$ cat config.mk
export PLATFORM = sky130hd
export DESIGN_NAME = lcd_frame_scheduler
export DESIGN_NICKNAME = d
export VERILOG_FILES = /design/src/rtl/lcd_sched_pkg.sv /design/src/rtl/lcd_frame_scheduler_rr_arbiter.sv /design/src/rtl/lcd_frame_scheduler.sv
export SDC_FILE = /design/constraint.sdc
export NUM_CORES = 1
export LEC_CHECK = 0
export BUFFER_PORTS_ARGS = -buffer_cell sky130_fd_sc_hd__buf_2
export CAP_MARGIN = 20
export CELL_PAD_IN_SITES_DETAIL_PLACEMENT = 1
export CELL_PAD_IN_SITES_GLOBAL_PLACEMENT = 2
export CORE_MARGIN = 2
export CORE_UTILIZATION = 34
export DETAILED_ROUTE_END_ITERATION = 12
export PLACE_DENSITY = 0.88
export SYNTH_ARGS = -nofsm -noshare
export SYNTH_HDL_FRONTEND = slang
export SYNTH_SLANG_ARGS = --single-unit
$ cat constraint.sdc
create_clock -name clk -period 4.1 [get_ports clk]
set_clock_uncertainty 0.1 [all_clocks]
set_input_delay 0.205 -clock clk [delete_from_list [all_inputs] [get_ports clk]]
set_output_delay 0.205 -clock clk [all_outputs]
set_load 0.02 [all_outputs]
$ cat src/rtl/lcd_sched_pkg.sv
// Shared state encoding and constants for the LCD frame scheduler.
// A frame is: clear, COLS line-1 chars, line-2 address command, COLS line-2 chars.
package lcd_sched_pkg;

    typedef enum logic [3:0] {
        IDLE,
        CLEAR,
        CLR_WAIT,
        FETCH,
        SEND,
        CHR_WAIT,
        LINE2,
        L2_WAIT,
        DONE
    } sched_state_t;

    localparam logic [7:0] LCD_CMD_LINE2 = 8'hC0;
    localparam logic [7:0] FILL_CHAR_DEF = 8'h20;
    localparam int         FRAME_LEN     = 32;

    function automatic logic [1:0] onehot_to_idx(input logic [3:0] oh);
        logic [1:0] idx;
        idx = '0;
        for (int i = 0; i < 4; i++) begin
            if (oh[i]) idx = 2'(i);
        end
        return idx;
    endfunction

endpackage

$ cat src/rtl/lcd_frame_scheduler_rr_arbiter.sv
// Combinational round-robin pick: first set req bit at or after last_grant+1.
// Zero latency; caller registers the one-hot result.
module rr_arbiter #(
    parameter int NREQ = 2
) (
    input  logic [NREQ-1:0] req,
    input  logic [1:0]      last_grant,
    input  logic            en,
    output logic [NREQ-1:0] grant
);

    logic found;

    always_comb begin
        grant = '0;
        found = 1'b0;
        for (int i = 1; i <= NREQ; i++) begin
            for (int j = 0; j < NREQ; j++) begin
                if (en && !found && req[j] && (((int'(last_grant) + i) % NREQ) == j)) begin
                    grant[j] = 1'b1;
                    found    = 1'b1;
                end
            end
        end
    end

endmodule

$ cat src/rtl/lcd_frame_scheduler.sv
// Grants one requester at a time and streams its frame into the LCD controller.
// All outputs registered; each strobe waits for lcd_busy low, then a busy rise/fall (bounded).
module lcd_frame_scheduler
    import lcd_sched_pkg::*;
#(
    parameter int         NREQ         = 2,
    parameter int         COLS         = FRAME_LEN / 2,
    parameter int         BUSY_TIMEOUT = 1023,
    parameter logic [7:0] FILL_CHAR    = FILL_CHAR_DEF
) (
    input  logic              clk,
    input  logic              rst,
    input  logic [NREQ-1:0]   req,
    output logic [NREQ-1:0]   grant,
    output logic [NREQ-1:0]   done,
    output logic [4:0]        rd_idx,
    input  logic [NREQ*8-1:0] rd_data,
    output logic [7:0]        lcd_data,
    output logic              lcd_send_data,
    output logic              lcd_send_cmd,
    output logic              lcd_clear,
    input  logic              lcd_busy,
    output logic              active,
    output logic              timeout_err
);

    localparam int         WCW      = $clog2(BUSY_TIMEOUT + 1);
    localparam logic [4:0] IDX_LAST = 5'(2 * COLS - 1);
    localparam logic [4:0] IDX_L1   = 5'(COLS - 1);

    sched_state_t    state, state_d;
    logic [4:0]      idx, idx_d;
    logic [WCW-1:0]  wcnt, wcnt_d;
    logic            wait_fall, fall_d;
    logic [1:0]      last_grant, last_grant_d;
    logic [NREQ-1:0] grant_d, done_d, arb_grant;
    logic [7:0]      lcd_data_d, raw_byte, char_byte;
    logic            send_data_d, send_cmd_d, clear_d, active_d, timeout_d;
    logic            edge_seen, expired, wait_exit;

    rr_arbiter #(.NREQ(NREQ)) u_arb (
        .req        (req),
        .last_grant (last_grant),
        .en         (state == IDLE),
        .grant      (arb_grant)
    );

    assign rd_idx    = idx;
    assign edge_seen = wait_fall ? !lcd_busy : lcd_busy;
    assign expired   = (wcnt == WCW'(BUSY_TIMEOUT - 1));

    always_comb begin
        raw_byte = '0;
        for (int k = 0; k < NREQ; k++) begin
            if (grant[k]) raw_byte = rd_data[8*k +: 8];
        end
    end

    assign char_byte = (raw_byte == 8'h00) ? FILL_CHAR : raw_byte;

    always_comb begin
        state_d      = state;
        grant_d      = grant;
        done_d       = '0;
        idx_d        = idx;
        lcd_data_d   = lcd_data;
        send_data_d  = 1'b0;
        send_cmd_d   = 1'b0;
        clear_d      = 1'b0;
        active_d     = active;
        timeout_d    = timeout_err;
        wcnt_d       = wcnt;
        fall_d       = wait_fall;
        last_grant_d = last_grant;
        wait_exit    = 1'b0;

        // Shared rise-then-fall wait; a timeout counts as having seen the edge.
        if (state inside {CLR_WAIT, CHR_WAIT, L2_WAIT}) begin
            if (edge_seen || expired) begin
                wcnt_d    = '0;
                fall_d    = !wait_fall;
                wait_exit = wait_fall;
                if (!edge_seen) timeout_d = 1'b1;
            end else begin
                wcnt_d = wcnt + 1'b1;
            end
        end

        case (state)
            IDLE: begin
                if (|req) begin
                    grant_d  = arb_grant;
                    active_d = 1'b1;
                    state_d  = CLEAR;
                end
            end
            CLEAR: begin
                if (!lcd_busy) begin
                    clear_d = 1'b1;
                    state_d = CLR_WAIT;
                end
            end
            CLR_WAIT: begin
                if (wait_exit) begin
                    idx_d   = '0;
                    state_d = FETCH;
                end
            end
            FETCH: state_d = SEND;
            SEND: begin
                if (!lcd_busy) begin
                    lcd_data_d  = char_byte;
                    send_data_d = 1'b1;
                    state_d     = CHR_WAIT;
                end
            end
            CHR_WAIT: begin
                if (wait_exit) begin
                    if (idx == IDX_LAST) begin
                        state_d = DONE;
                    end else begin
                        idx_d   = idx + 1'b1;
                        state_d = (idx == IDX_L1) ? LINE2 : FETCH;
                    end
                end
            end
            LINE2: begin
                if (!lcd_busy) begin
                    lcd_data_d = LCD_CMD_LINE2;
                    send_cmd_d = 1'b1;
                    state_d    = L2_WAIT;
                end
            end
            L2_WAIT: begin
                if (wait_exit) state_d = FETCH;
            end
            DONE: begin
                done_d       = grant;
                grant_d      = '0;
                active_d     = 1'b0;
                idx_d        = '0;
                last_grant_d = onehot_to_idx(4'(grant));
                state_d      = IDLE;
            end
            default: state_d = IDLE;
        endcase
    end

    always_ff @(posedge clk) begin
        if (rst) begin
            state         <= IDLE;
            grant         <= '0;
            done          <= '0;
            idx           <= '0;
            lcd_data      <= '0;
            lcd_send_data <= 1'b0;
            lcd_send_cmd  <= 1'b0;
            lcd_clear     <= 1'b0;
            active        <= 1'b0;
            timeout_err   <= 1'b0;
            wcnt          <= '0;
            wait_fall     <= 1'b0;
            last_grant    <= 2'(NREQ - 1);
        end else begin
            state         <= state_d;
            grant         <= grant_d;
            done          <= done_d;
            idx           <= idx_d;
            lcd_data      <= lcd_data_d;
            lcd_send_data <= send_data_d;
            lcd_send_cmd  <= send_cmd_d;
            lcd_clear     <= clear_d;
            active        <= active_d;
            timeout_err   <= timeout_d;
            wcnt          <= wcnt_d;
            wait_fall     <= fall_d;
            last_grant    <= last_grant_d;
        end
    end

endmodule
==> results.md, run 1 <==
- Status: completed
- Worst r2r src: rd_idx[0]
- CTS Hold Bufs: 0
- Post-Syn Instances: 216
- Peak supply drop: 0.195 mV
- Final hold violations: 0
- Post-synth top cells: dfxtp_1, nor2_1, nand2_1
- Seq/Total Area, Yosys: 39.7%
- Pin count of the biggest net entering global routing: 23
- CTS tree: built
- R2R Setup Slk: 1.75 ns
- Worst-skew pair later-pin latency: 0.29 ns
- Die extent in x: 79.1 microns
- YS warnings: 0
- Htree depth: 2
- Dpl hpwl: 3290 microns
- Final setup fails: 0
- Worst slew margin: 61.0%
- Most frequent cell after synthesis: dfxtp_1
- WL/cell: 13.6 microns
- DR vias/cell: 5.10
- Worst Hold Class: in2reg
- Final net count: 281
- Endpoint type of the worst setup path: flop
- Starting Density: 35.0%
- Leading area contributor after synthesis: dfxtp_1
- Crit path DAT: 2.44 ns
- Crit path time final: 2.35 ns
- Die Ht: 79.1 microns
- CTS Sinks: 38
- Cts repair resizes: 0
- Worst slack, placed: 1.72 ns
- Clock transition at path regs: 0.07 ns
- Total wire length: 4450 microns
- Startpoint types: flop
- Average size of a mapped cell: 8.88 sq um
- PwrDens: 485 nW/um^2
- GR Util All Layers: 15.2%
- Area growth syn-to-layout: 18.4%
- Top fanout value on the critical path: 8
- Mapped Area: 1920 sq um
- Unrepaired setup endpoints after global routing: no
- Final setup margin: 1.75 ns
- Gpl congestion: 0.760
- Yosys reg bits: 38
- First-pass GRT wire length: 7580 microns
- Hold path endpoint: lcd_clear
- Setup bufs post-CTS: 0
- FFs w/ async S/R, synth: 0%
- WS Path Type: reg2reg
- Residual DRC: 0
- Hold path startpoint: lcd_busy
- TNS Setup: 0 ns
- I/O pin count: 43
- Max Slew Vio Count: 0
- Crit path required time: 4.19 ns
- Fmax: 0.425 GHz
- Num CTS Buffers: 5
- Total power: 1.10 mW
- Slew @ Worst Pin: 0.580 ns
- Top cells by area, synth: dfxtp_1, nor2_1, ha_1
- Max Cap Viol: 0
- GRT overflow: 0
- First-pass detailed-route iteration total: 4
- Via count: 1668
- Vias in the first global route: 1585
- CTS root buf: clkbuf_8
- Leakage: 0.939 nW
- Rows: 27
- R2R depth: 7
- Antenna Cells: 0
- Period utilization: 57.4%
- Layout cells sized above 1: 24.3%
- Hold Path Stages: 2
- FILL cells: 684
- Synth Net Count: 243
- Core box area: 5470 sq um
- Library cells used by synthesis: 53
- Post-synth EDFFs: 0
- Die area: 6260 sq um
- Share of Yosys cell area claimed by the top area cell type: 39.7%
- Routed Antenna Nets: 0
- DRT iter0 DRCs: 111
- Initial antenna violation count: 0
- CTS max path bufs: 2
- Input/output buffers: 42
- Capturing point of the worst reg2reg path: rd_idx[2]
- Ys flop type: dfxtp_1
kinds of logic (layout without fill, tap and decap cells):
family	after synthesis	count (layout)	share of synthesized area (%)
muxes	3	3	1.57
buffers and inverters	22	61	5.09
xor gates and xnor gates	11	11	5.02
adders and majority gates	6	6	3.91
and+or+nand+nor	87	87	24.3
AOI/OAI and AO/OA	49	49	20.5
DFF	38	38	39.7
how the worst max path moves through the flow:
stage	from	end
after floorplan	rd_idx[0]	rd_idx[2]
after global placement	rd_idx[0]	rd_idx[2]
after detailed placement	rd_idx[0]	rd_idx[2]
after CTS	rd_idx[0]	rd_idx[2]
after global routing	rd_idx[0]	rd_idx[2]
final	rd_idx[0]	rd_idx[2]
metrics by stage:
step / hold WS [ns] / std cells / cell area, sq um / util, %
2_1_floorplan: 0.182 / 216 / 1920 / -
3_3_place_gp: 0.346 / 319 / 2160 / 39.5
3_5_place_dp: 0.350 / 319 / 2160 / 39.5
4_1_cts: 0.0844 / 327 / 2270 / 41.5
5_1_grt: 0.0921 / 327 / 2270 / 41.5
6_report: 0.0930 / 327 / 2270 / 41.5
area by class of cell:
cell class | count | area [sq um] | share of cell area (%)
sequential | 38 | 761 | 33.5
clock buffer | 5 | 68.8 | 3.03
tap | 72 | 90.1 | 3.97
clock inverter | 3 | 40.0 | 1.76
inverter | 11 | 41.3 | 1.82
multi-input combinational | 156 | 1060 | 46.7
timing repair buffer | 42 | 210 | 9.26
layout by cell type, fill, tap and decap left out, types with 6 or more instances in the layout:
cell     count
buf_2       42
dfxtp_1     38
nor2_1      30
nand2_1     13
inv_1       10
a21oi_1     10
nand3_1     10
a22oi_1      7
o21ai_0      7
xnor2_1      6
ha_1         6
state kept, by name, indices dropped and copies added, names as in the netlist:
register and count:
grant 2, state 4, active 1, lcd_data 8, wait_fall 1, lcd_send_cmd 1
rd_idx 5, timeout_err 1, last_grant 1, lcd_send_data 1, lcd_clear 1, done 2
wcnt 10
layer usage:
layer | global-route usage [%] | up-vias | share of wire [%]
met2 | 22.4 | 25 | 45
met1 | 21.7 | 791 | 51
met3 | 3.41 | 4 | 3.1
li1 | - | 848 | -
met5 | 0 | - | 0
met4 | 5.17 | 0 | 0.88
where the power goes:
part / switching (mW) / leakage (nW) / total (mW) / internal (mW)
logic: 0.173 / 0.574 / 0.316 / 0.142
registers: 0.0688 / 0.308 / 0.476 / 0.407
clock network: 0.131 / 0.0579 / 0.310 / 0.179
total: 0.373 / 0.939 / 1.10 / 0.728
critical path, cell delays in order, from the launching register on:
cell and delay (ns):
dfxtp_1 0.35, ha_1 0.24, and3_1 0.22, ha_1 0.24, o31a_1 0.32, o41ai_4 0.43, o21ai_1 0.13, a31o_1 0.23
Power figures use the tool's default switching activity.
==> inputs of run 2 (changes only) <==
Settings changed: CORE_UTILIZATION 34 to 29, PLACE_DENSITY 0.88 to 0.81.
Clock period 4.1 ns to 2 ns, I/O delays scaled along.
==> run 2 against run 1 <==
- the run now ends with negative setup slack left
- largest cell class unchanged
- critical path depth up 1
- largest power group is now combinational logic
- cell area up 12%
- worst setup slack worse by 1.7 ns
- clock power up 79%
- non-clock buffer count up 31
==> results.md, run 2 (same netlist as run 1, synthesis figures left out) <==
- Final setup fails: 1 (was 0)
- Crit path buf inv count: 1 (was 0)
- Critical path's top delay family: compound AO/OA/AOI/OAI gates (unchanged)
- CTS tree: built (unchanged)
- Vias in the first global route: 1785 (was 1585)
- Worst slew margin: 77.2% (was 61.0%)
- Initial antenna violation count: 0 (unchanged)
- Post-Layout Cell Count: 363 (was 327)
- First-pass GRT wire length: 8340 microns (was 7580 microns)
- GRT overflow: 0 (unchanged)
- Slew @ Worst Pin: 0.339 ns (was 0.580 ns)
- CTS root buf: clkbuf_8 (unchanged)
- Top fanout value on the critical path: 4 (was 8)
- Final instance area: 2550 sq um (was 2270 sq um)
- FILL cells: 792 (was 684)
- Status: finished, violations left (was completed)
- CP peak stage delay: 0.36 ns (was 0.43 ns)
- Die extent in x: 85.3 microns (was 79.1 microns)
- Period utilization: 100% (was 57.4%)
- Core box area: 6390 sq um (was 5470 sq um)
- Routed Antenna Nets: 0 (unchanged)
- Crit path DAT: 2.08 ns (was 2.44 ns)
- CTS max path bufs: 2 (unchanged)
- Dpl hpwl: 3810 microns (was 3290 microns)
- Worst path slowest cell: dfxtp_4 (was o41ai_4)
- Total wire length: 4840 microns (was 4450 microns)
- Reg with most FFs: wcnt (unchanged)
- First-pass detailed-route iteration total: 4 (unchanged)
- I/O pin count: 43 (unchanged)
- Most common cell on crit path: ha_4 (was ha_1)
- Pin count of the biggest net entering global routing: 16 (was 23)
- Crit path required time: 2.07 ns (was 4.19 ns)
- Placed insts: 353 (was 319)
- Multi-input gate area: 1100 sq um (was 1060 sq um)
- Final setup margin: -0.000703 ns (was 1.75 ns)
- Antenna Cells: 0 (unchanged)
- Gpl congestion: 0.810 (was 0.760)
- Unrepaired setup endpoints after global routing: yes (was no)
- Worst hold slack: 0.0103 ns (was 0.0930 ns)
- Worst-skew pair later-pin latency: 0.29 ns (about the same)
- Post-placement cell area: 2420 sq um (was 2160 sq um)
- Starting Density: 30.0% (was 35.0%)
- WL/cell: 13.3 microns (was 13.6 microns)
- Crit path time final: 2.00 ns (was 2.35 ns)
- Num CTS Buffers: 5 (unchanged)
- Residual DRC: 0 (unchanged)
- PwrDens: 921 nW/um^2 (was 485 nW/um^2)
- Clock transition at path regs: 0.08 ns (was 0.07 ns)
- DRT iter0 DRCs: 60 (was 111)
- Die area: 7280 sq um (was 6260 sq um)
- Input/output buffers: 42 (unchanged)
- Htree depth: 2 (unchanged)
- Worst slack, placed: -0.105 ns (was 1.72 ns)
- GR Util All Layers: 14.0% (was 15.2%)
- Worst Hold Class: in2reg (unchanged)
- Leakage: 1.09 nW (was 0.939 nW)
- Die Ht: 85.3 microns (was 79.1 microns)
- Area growth syn-to-layout: 32.7% (was 18.4%)
- WS Path Type: reg2reg (unchanged)
- TNS Setup: -0.000703 ns (was 0 ns)
- Register area: 769 sq um (was 761 sq um)
- DR vias/cell: 4.93 (was 5.10)
- Final hold violations: 0 (unchanged)
- Fmax: 0.500 GHz (was 0.425 GHz)
- Critical path, cell by cell: ha_4, and3_4, ha_4, o31a_1, o41ai_4, buf_4, mux2i_1, nor2_1 (was ha_1, and3_1, ha_1, o31a_1, o41ai_4, o21ai_1, a31o_1)
- Layout cells sized above 1: 35.3% (was 24.3%)
- Most frequent cells in the layout: buf_2, dfxtp_1, nor2_1, buf_4, nand2_1 (was buf_2, dfxtp_1, nor2_1)
- Peak supply drop: 0.402 mV (was 0.195 mV)
- Failing checks: negative setup slack
- Final net count: 312 (was 281)
- Endpoint type of the worst setup path: flop (unchanged)
- Via count: 1790 (was 1668)
- Startpoint types: flop (unchanged)
- Max Slew Vio Count: 0 (unchanged)
- Max Cap Viol: 0 (unchanged)
- CTS Sinks: 38 (unchanged)
- Commonest non-fill, non-tap cell in the layout: buf_2 (unchanged)
- Max reg flops: 10 (unchanged)
- Rows: 29 (was 27)
## run 2: cell types whose count changed in the layout (fill, tap and decap cells not counted), sizes merged
cell / delta
buf: +30
bufinv: -1
clkbuf: +1
clkinv: -1
dlygate4sd3: +1
inv: +1
## run 2: repair_timing
action                                 4_1_cts  5_1_grt
hold buffers                                 1        0
endpoints found under the hold margin        1        0
gates cloned                                 0        0
setup buffers                                1        0
setup endpoints to repair                    5        6
gates resized for setup                      0        4
pin swaps                                    2        3
## run 2: tightest hold or removal path, delay by kind of cell
kind / cells / cell delay [ns]
and+or+nand+nor: 1 / 0.08
AOI/OAI and AO/OA: 1 / 0.06
buffers and inverters: 1 / 0.11
## run 2: area by class of cell
cell class                 instances  area share (%)
multi-input combinational        156            43.2
clock buffer                       6            3.24
tap                               77            3.78
sequential                        38            30.2
clock inverter                     2           0.442
inverter                          11            1.62
timing repair buffer              73            17.5
## run 2: power by group
| group | leakage, nW | switching, mW | internal, mW |
|---|---|---|---|
| combinational | 0.727 | 0.493 | 0.423 |
| sequential | 0.310 | 0.0420 | 0.833 |
| clock | 0.0515 | 0.276 | 0.278 |
## run 2: path summary, 6_finish.rpt
kind	start	end	slack, ns	depth (start not counted)
worst max-delay path	rd_idx[1]	rd_idx[4]	-0.0007	8
worst min-delay path	req[0]	grant[0]	0.01	3
worst max register to register	rd_idx[1]	rd_idx[4]	-0.0007	8
worst min register to register	active	active	0.36	2
## run 2: metrics by stage
stage                     power, mW  utilization [%]
after global routing           2.52             39.9
after global placement         1.80             38.0
final                          2.34             39.9
after CTS                      2.37             39.7
after detailed placement       1.80             38.0
after floorplan                1.48                -
## run 2: layer usage
layer | wire [microns] | global-route usage (%)
met5 | 0 | 0
met4 | 63 | 4.33
met3 | 207 | 3.11
met2 | 2210 | 21.6
met1 | 2360 | 19.6
